### config.mk
export PLATFORM = sky130hd
export DESIGN_NAME = regfile_param
export DESIGN_NICKNAME = d
export VERILOG_FILES = /design/src/rtl/regfile_param.sv
export SDC_FILE = /design/constraint.sdc
export NUM_CORES = 1
export LEC_CHECK = 0
export ABC_CLOCK_PERIOD_IN_PS = 2250
export CELL_PAD_IN_SITES_DETAIL_PLACEMENT = 1
export CELL_PAD_IN_SITES_GLOBAL_PLACEMENT = 2
export CORE_ASPECT_RATIO = 1.2
export CORE_MARGIN = 2
export CORE_UTILIZATION = 35
export DETAILED_ROUTE_END_ITERATION = 10
export GPL_ROUTABILITY_DRIVEN = 0
export PLACE_DENSITY_LB_ADDON = 0.25
export SLEW_MARGIN = 15
export SYNTH_ARGS = -nofsm -noshare
export SYNTH_HDL_FRONTEND = slang
export SYNTH_SLANG_ARGS = --single-unit
export TNS_END_PERCENT = 100
### constraint.sdc
create_clock -name clk -period 2.25 [get_ports clk]
set_input_delay 0.3375 -clock clk [delete_from_list [all_inputs] [get_ports clk]]
set_output_delay 0.3375 -clock clk [all_outputs]
set_load 0.01 [all_outputs]
### src/rtl/regfile_param.sv
// Parametrised register bank: two combinational read ports, one write port,
// optional zero register and write-to-read bypass, sequential bulk clear.
module regfile_param #(
  parameter int WIDTH    = 8,
  parameter int NREGS    = 16,
  parameter int AW       = 4,
  parameter int ZERO_REG = 1,
  parameter int BYPASS   = 1
) (
  input  logic             clk,
  input  logic             reset,
  input  logic             we3,
  input  logic [AW-1:0]    WA3,
  input  logic [WIDTH-1:0] WD3,
  input  logic [AW-1:0]    RA1,
  input  logic [AW-1:0]    RA2,
  input  logic             clr,
  output logic [WIDTH-1:0] RD1,
  output logic [WIDTH-1:0] RD2,
  output logic             busy
);

  typedef enum logic {IDLE, CLEAR} state_t;

  localparam int            LAST_I  = NREGS - 1;
  localparam logic [AW:0]   NREGS_W = NREGS[AW:0];
  localparam logic [AW-1:0] LAST    = LAST_I[AW-1:0];

  state_t           state, state_nx;
  logic [AW-1:0]    idx, idx_nx;
  logic [WIDTH-1:0] mem [NREGS];
  logic             wr_ok;

  function automatic logic in_range(input logic [AW-1:0] a);
    return {1'b0, a} < NREGS_W;
  endfunction

  function automatic logic zero_addr(input logic [AW-1:0] a);
    return (ZERO_REG != 0) && (a == '0);
  endfunction

  always_ff @(posedge clk or posedge reset) begin
    if (reset) begin
      state <= CLEAR;
      idx   <= '0;
    end else begin
      state <= state_nx;
      idx   <= idx_nx;
    end
  end

  always_comb begin
    state_nx = state;
    idx_nx   = idx;
    unique case (state)
      IDLE: begin
        if (clr) begin
          state_nx = CLEAR;
          idx_nx   = '0;
        end
      end
      CLEAR: begin
        if (idx == LAST) begin
          state_nx = IDLE;
          idx_nx   = '0;
        end else begin
          idx_nx = idx + 1'b1;
        end
      end
      default: begin
        state_nx = CLEAR;
        idx_nx   = '0;
      end
    endcase
  end

  always_comb begin
    busy = (state == CLEAR);
  end

  // clr in IDLE takes priority over a same-cycle write
  always_comb begin
    wr_ok = we3 && !busy && !clr && in_range(WA3) && !zero_addr(WA3);
  end

  always_ff @(posedge clk) begin
    if (busy) begin
      mem[idx] <= '0;
    end else if (wr_ok) begin
      mem[WA3] <= WD3;
    end
  end

  always_comb begin
    RD1 = '0;
    if (!busy && in_range(RA1) && !zero_addr(RA1)) begin
      if ((BYPASS != 0) && wr_ok && (WA3 == RA1)) RD1 = WD3;
      else                                        RD1 = mem[RA1];
    end
  end

  always_comb begin
    RD2 = '0;
    if (!busy && in_range(RA2) && !zero_addr(RA2)) begin
      if ((BYPASS != 0) && wr_ok && (WA3 == RA2)) RD2 = WD3;
      else                                        RD2 = mem[RA2];
    end
  end

endmodule

# Yosys cells after proc, flatten, opt, wreduce, memory -nomap -nowiden
# Memory sizes are Yosys's and may differ from the RTL's.
# Index checks and enable logic that the tools add are counted.
# word_totals
register_bits,5
ram_bits,128
input_bits,24
output_inout_bits,17
word_cells,43
mem_count,1
# classes
addsub,1
n_eq_ne,4
n_mux,18
bitwise_logic,1
reduce_logical,16
# memory_table
memory,depth,width,rd,rd_clocked_by_memory_dff,write_ports,line,rtl
mem,16,8,2,0,1,31,logic [WIDTH-1:0] mem [NREGS];
# ops
cell,n
$mux 8,5
$logic_not 4->1,3
$mux 4,3
$eq 4x4->1,2
$mux 1,8
$pmux 4 s2,1
$reduce_or 8->1,1
$logic_and 1x1->1,7
$logic_not 1->1,5
$add 4x1->4 const B,1
$eq 4x4->1 const B,1
$ne 2x2->1 const B,1
$pmux 1 s2,1
$not 1->1,1

# Longest topological paths before layout
# logic_depth
word_depth,9
mapped_depth,7
ltp_nobuf,5

# Worst setup path before layout
# Ideal clock, no wire load.
# synth_path
path_kind,register to output
from,"register state, in the netlist busy"
to,output port RD1[0]
arrival_ns,1.837
required_ns,1.913
path_slack_ns,0.075
path_stages_with_launch,8
path_buffers,3
cell_sequence,dfstp_2 -> or3b_1 -> clkbuf_2 -> or2_1 -> buf_6 -> or2_1 -> buf_6 -> a31oi_1
# synth_via
elab_chain_cells,7
elab_cells_between_ends,8
cone_classes,mux (2); reduce/logical (6)
# synth_rtl
item,line,rtl
start: declaration,29,"state_t state, state_nx;"
start signal: assignment,47,state <= state_nx;
$logic_not 1->1 (*),"83, 96",
$logic_and 1x1->1 (3 in series),83,wr_ok = we3 && !busy && !clr && in_range(WA3) && !zero_addr(WA3);
$logic_and 1x1->1,97,if ((BYPASS != 0) && wr_ok && (WA3 == RA1)) RD1 = WD3;
$mux 8,97,
$mux 8 (*),96,if (!busy && in_range(RA1) && !zero_addr(RA1)) begin
end: declaration,18,"output logic [WIDTH-1:0] RD1,"
# Mark *: on every way between the ends. The rest lies on a longest branch, timed or not.

==> impl_metrics.json <==
{
  "status": "finished with violations",
  "violations": "setup timing",
  "drv_cap": 0,
  "num_antenna_cells": 0,
  "min_period_ps": 2520,
  "wire_per_inst_um": 26.1,
  "fin_nets": 603,
  "finalHoldViolCount": 0,
  "numCtsBuffers": 17,
  "cts_hold_buf": 0,
  "drive_above_1_share_pct": 39.4,
  "clock-sinks": 133,
  "synth-edff-count": 128,
  "worst_slack_ps": -274,
  "htree_levels": 4,
  "placementRows": 55,
  "yosys_warnings": 0,
  "drt_iter0_drc": 284,
  "clk_path_buf_depth": 2,
  "worst_slew_pin_slew_ps": 536,
  "syn_area_per_cell_um2": 14.6,
  "clk_pin_slew_ps": 60,
  "rrSetupSlack_ps": 140,
  "syn_to_final_growth_pct": 34.4,
  "cp_max_fo": 2,
  "grt_pass1_wl_um": 33100,
  "peakVddDrop_uv": 555,
  "ys_ff_latch": 133,
  "die_h_um": 156,
  "vias": 4794,
  "cp.arrival_ps": 2190,
  "post_drt_via_cell_ratio": 5.66,
  "synthFlopType": "edfxtp_1",
  "clockRootBuffer": "clkbuf_16",
  "min_path_type": "in -> async",
  "leakage_uw": 0.00324,
  "die_area_mm2": 0.0203,
  "pwr_density_cell_mw_per_mm2": 909,
  "critPathMaxStageDelay_ps": 470,
  "fin_util_pct": 47.9,
  "drc_errors": 0,
  "grtUsageTotal_pct": 23.1,
  "cts_tree": "done",
  "clock_latency_ps": 440,
  "syn_area_mm2": 0.00672,
  "io_buffer_count": 40,
  "finalMaxSlewViolations": 0,
  "fin_skew_ps": 6.34,
  "seq_area_frac_synth_pct": 59.1,
  "fmax_mhz": 396,
  "grt_overflow_total": 0,
  "antenna_found_initial": 0,
  "p_total_uw": 8200,
  "max_slew_margin_pct": 64.3,
  "start_util_pct": 35.6,
  "synth_nets": 484,
  "ios": 41,
  "place_hpwl_um": 16000,
  "cp.required_ps": 1910,
  "syn-instance-count": 459,
  "core_mm2": 0.0189,
  "grt_max_degree": 18,
  "start_kind": "flop",
  "grt_pass1_vias": 5303,
  "crit_chain": "mux4_2, mux2_4, a211oi_2, buf_4, a21oi_2, buf_2",
  "post-route-period-util_pct": 112,
  "ys_async_sr_fraction_pct": 3.76,
  "grt_setup_unrepaired": "yes",
  "setup.worst_path.class": "reg -> out",
  "critPathSlowestCell": "mux4_2",
  "fp.dieW_um": 130,
  "drtPass1Iterations": 7,
  "yosysUniqueCellTypes": 42,
  "ant_nets": 0,
  "end_kind": "output pin",
  "finalSetupViolCount": 16,
  "routed_wl_um": 22100
}
## what timing repair did
action | CTS | global route
setup buffers | 6 | 1
gates resized for setup | 123 | 23
setup endpoints to repair | 16 | 48
pin swaps | 12 | 10
## worst max-delay path, delay by kind of cell (launching register included)
family	cells	cell delay, ps
buf+inv	2	300
mux	2	770
compound gates	2	280
flops	1	390
## registers in the layout (all words and copies together) (netlist names)
signal / flops
busy: 1
idx: 4
mem: 128
## power breakdown
| group | switching [uW] | total (uW) | internal [uW] |
|---|---|---|---|
| Clock | 1170 | 2830 | 1660 |
| Sequential | 219 | 3400 | 3180 |
| Combinational | 1150 | 1970 | 824 |
| Total | 2540 | 8200 | 5670 |
## cells in the final DEF, fill, tap and decap left out, types with 10 or more instances in the layout
master	n
a31oi_1	10
o22ai_2	10
buf_12	12
clkbuf_16	17
buf_4	80
mux2i_1	64
buf_2	15
nand3_1	16
o22ai_1	23
edfxtp_1	128
nor2_1	21
clkdlybuf4s50_1	15
mux4_2	32
## metrics by stage
step           setup TNS, ps  setup slack, ps  hold slack [ps]  cells  area (um2)
3_3_place_gp          -52290             -844              555    808        8050
6_report               -3730             -274              106    847        9030
5_1_grt                -4640             -322              130    847        9030
2_1_floorplan              0             75.0              115    459        6720
4_1_cts                -3360             -288              105    846        8890
3_5_place_dp          -57990             -878              566    808        8050
## metal layers
layer / vias up / track usage (%) / share of wire [%]
met1: 2501 / 29.1 / 42
met2: 128 / 40.2 / 52
li1: 2122 / - / -
met4: 0 / 8.05 / 2.8
met3: 43 / 3.70 / 3.7
met5: - / 0 / 0
## cell usage after synthesis, types with 4 or more instances
| cell type | instances | area, um2 |
|---|---|---|
| and2_1 | 8 | 50.1 |
| xnor2_1 | 8 | 70.1 |
| o21ai_0 | 5 | 25.0 |
| mux4_2 | 32 | 721 |
| buf_1 | 5 | 18.8 |
| mux2i_1 | 64 | 641 |
| edfxtp_1 | 128 | 3840 |
| nand3_1 | 16 | 80.1 |
| o31ai_1 | 18 | 135 |
| or3b_2 | 4 | 35.0 |
| o22ai_1 | 33 | 206 |
| a211oi_1 | 16 | 120 |
| inv_1 | 5 | 18.8 |
| dfrtp_1 | 4 | 100 |
| a31oi_1 | 16 | 100 |
| nand2_1 | 9 | 33.8 |
| nor2_1 | 21 | 78.8 |
| buf_2 | 16 | 80.1 |
| clkbuf_1 | 11 | 41.3 |
## kinds of logic (layout without fill, tap and decap cells)
group,after synthesis,after routing,synth area share [%]
xor gates and xnor gates,8,8,1.04
adders and majority gates,1,1,0.186
DFF,133,133,59.1
AOI/OAI and AO/OA,98,98,9.82
buffers and inverters,42,174,3.00
muxes,98,98,20.6
and+or+nand+nor,79,79,6.22
## final cells by class
| class | count | area (um2) |
|---|---|---|
| fill | 1900 | 9830 |
| sequential | 133 | 3970 |
| multi-input combinational | 284 | 2900 |
| timing repair buffer | 137 | 1230 |
| clock buffer | 18 | 429 |
| tap | 256 | 320 |
| clock inverter | 14 | 165 |
| inverter | 5 | 18.8 |
## worst paths after layout
| kind | start | to | cells after the start |
|---|---|---|---|
| max | mem[14][6]$_DFFE_PP_ | RD1[6] | 6 |
| max reg2reg | busy$_DFF_PP1_ | mem[2][7]$_DFFE_PP_ | 6 |
| min reg2reg | idx[3]$_DFFE_PP0P_ | busy$_DFF_PP1_ | 1 |
| max in group asynchronous | reset | busy$_DFF_PP1_ | 2 |
| min | reset | idx[0]$_DFFE_PP0P_ | 2 |
| min in group clk | clr | idx[1]$_DFFE_PP0P_ | 3 |
No activity file was read; power rests on OpenSTA's default activity.
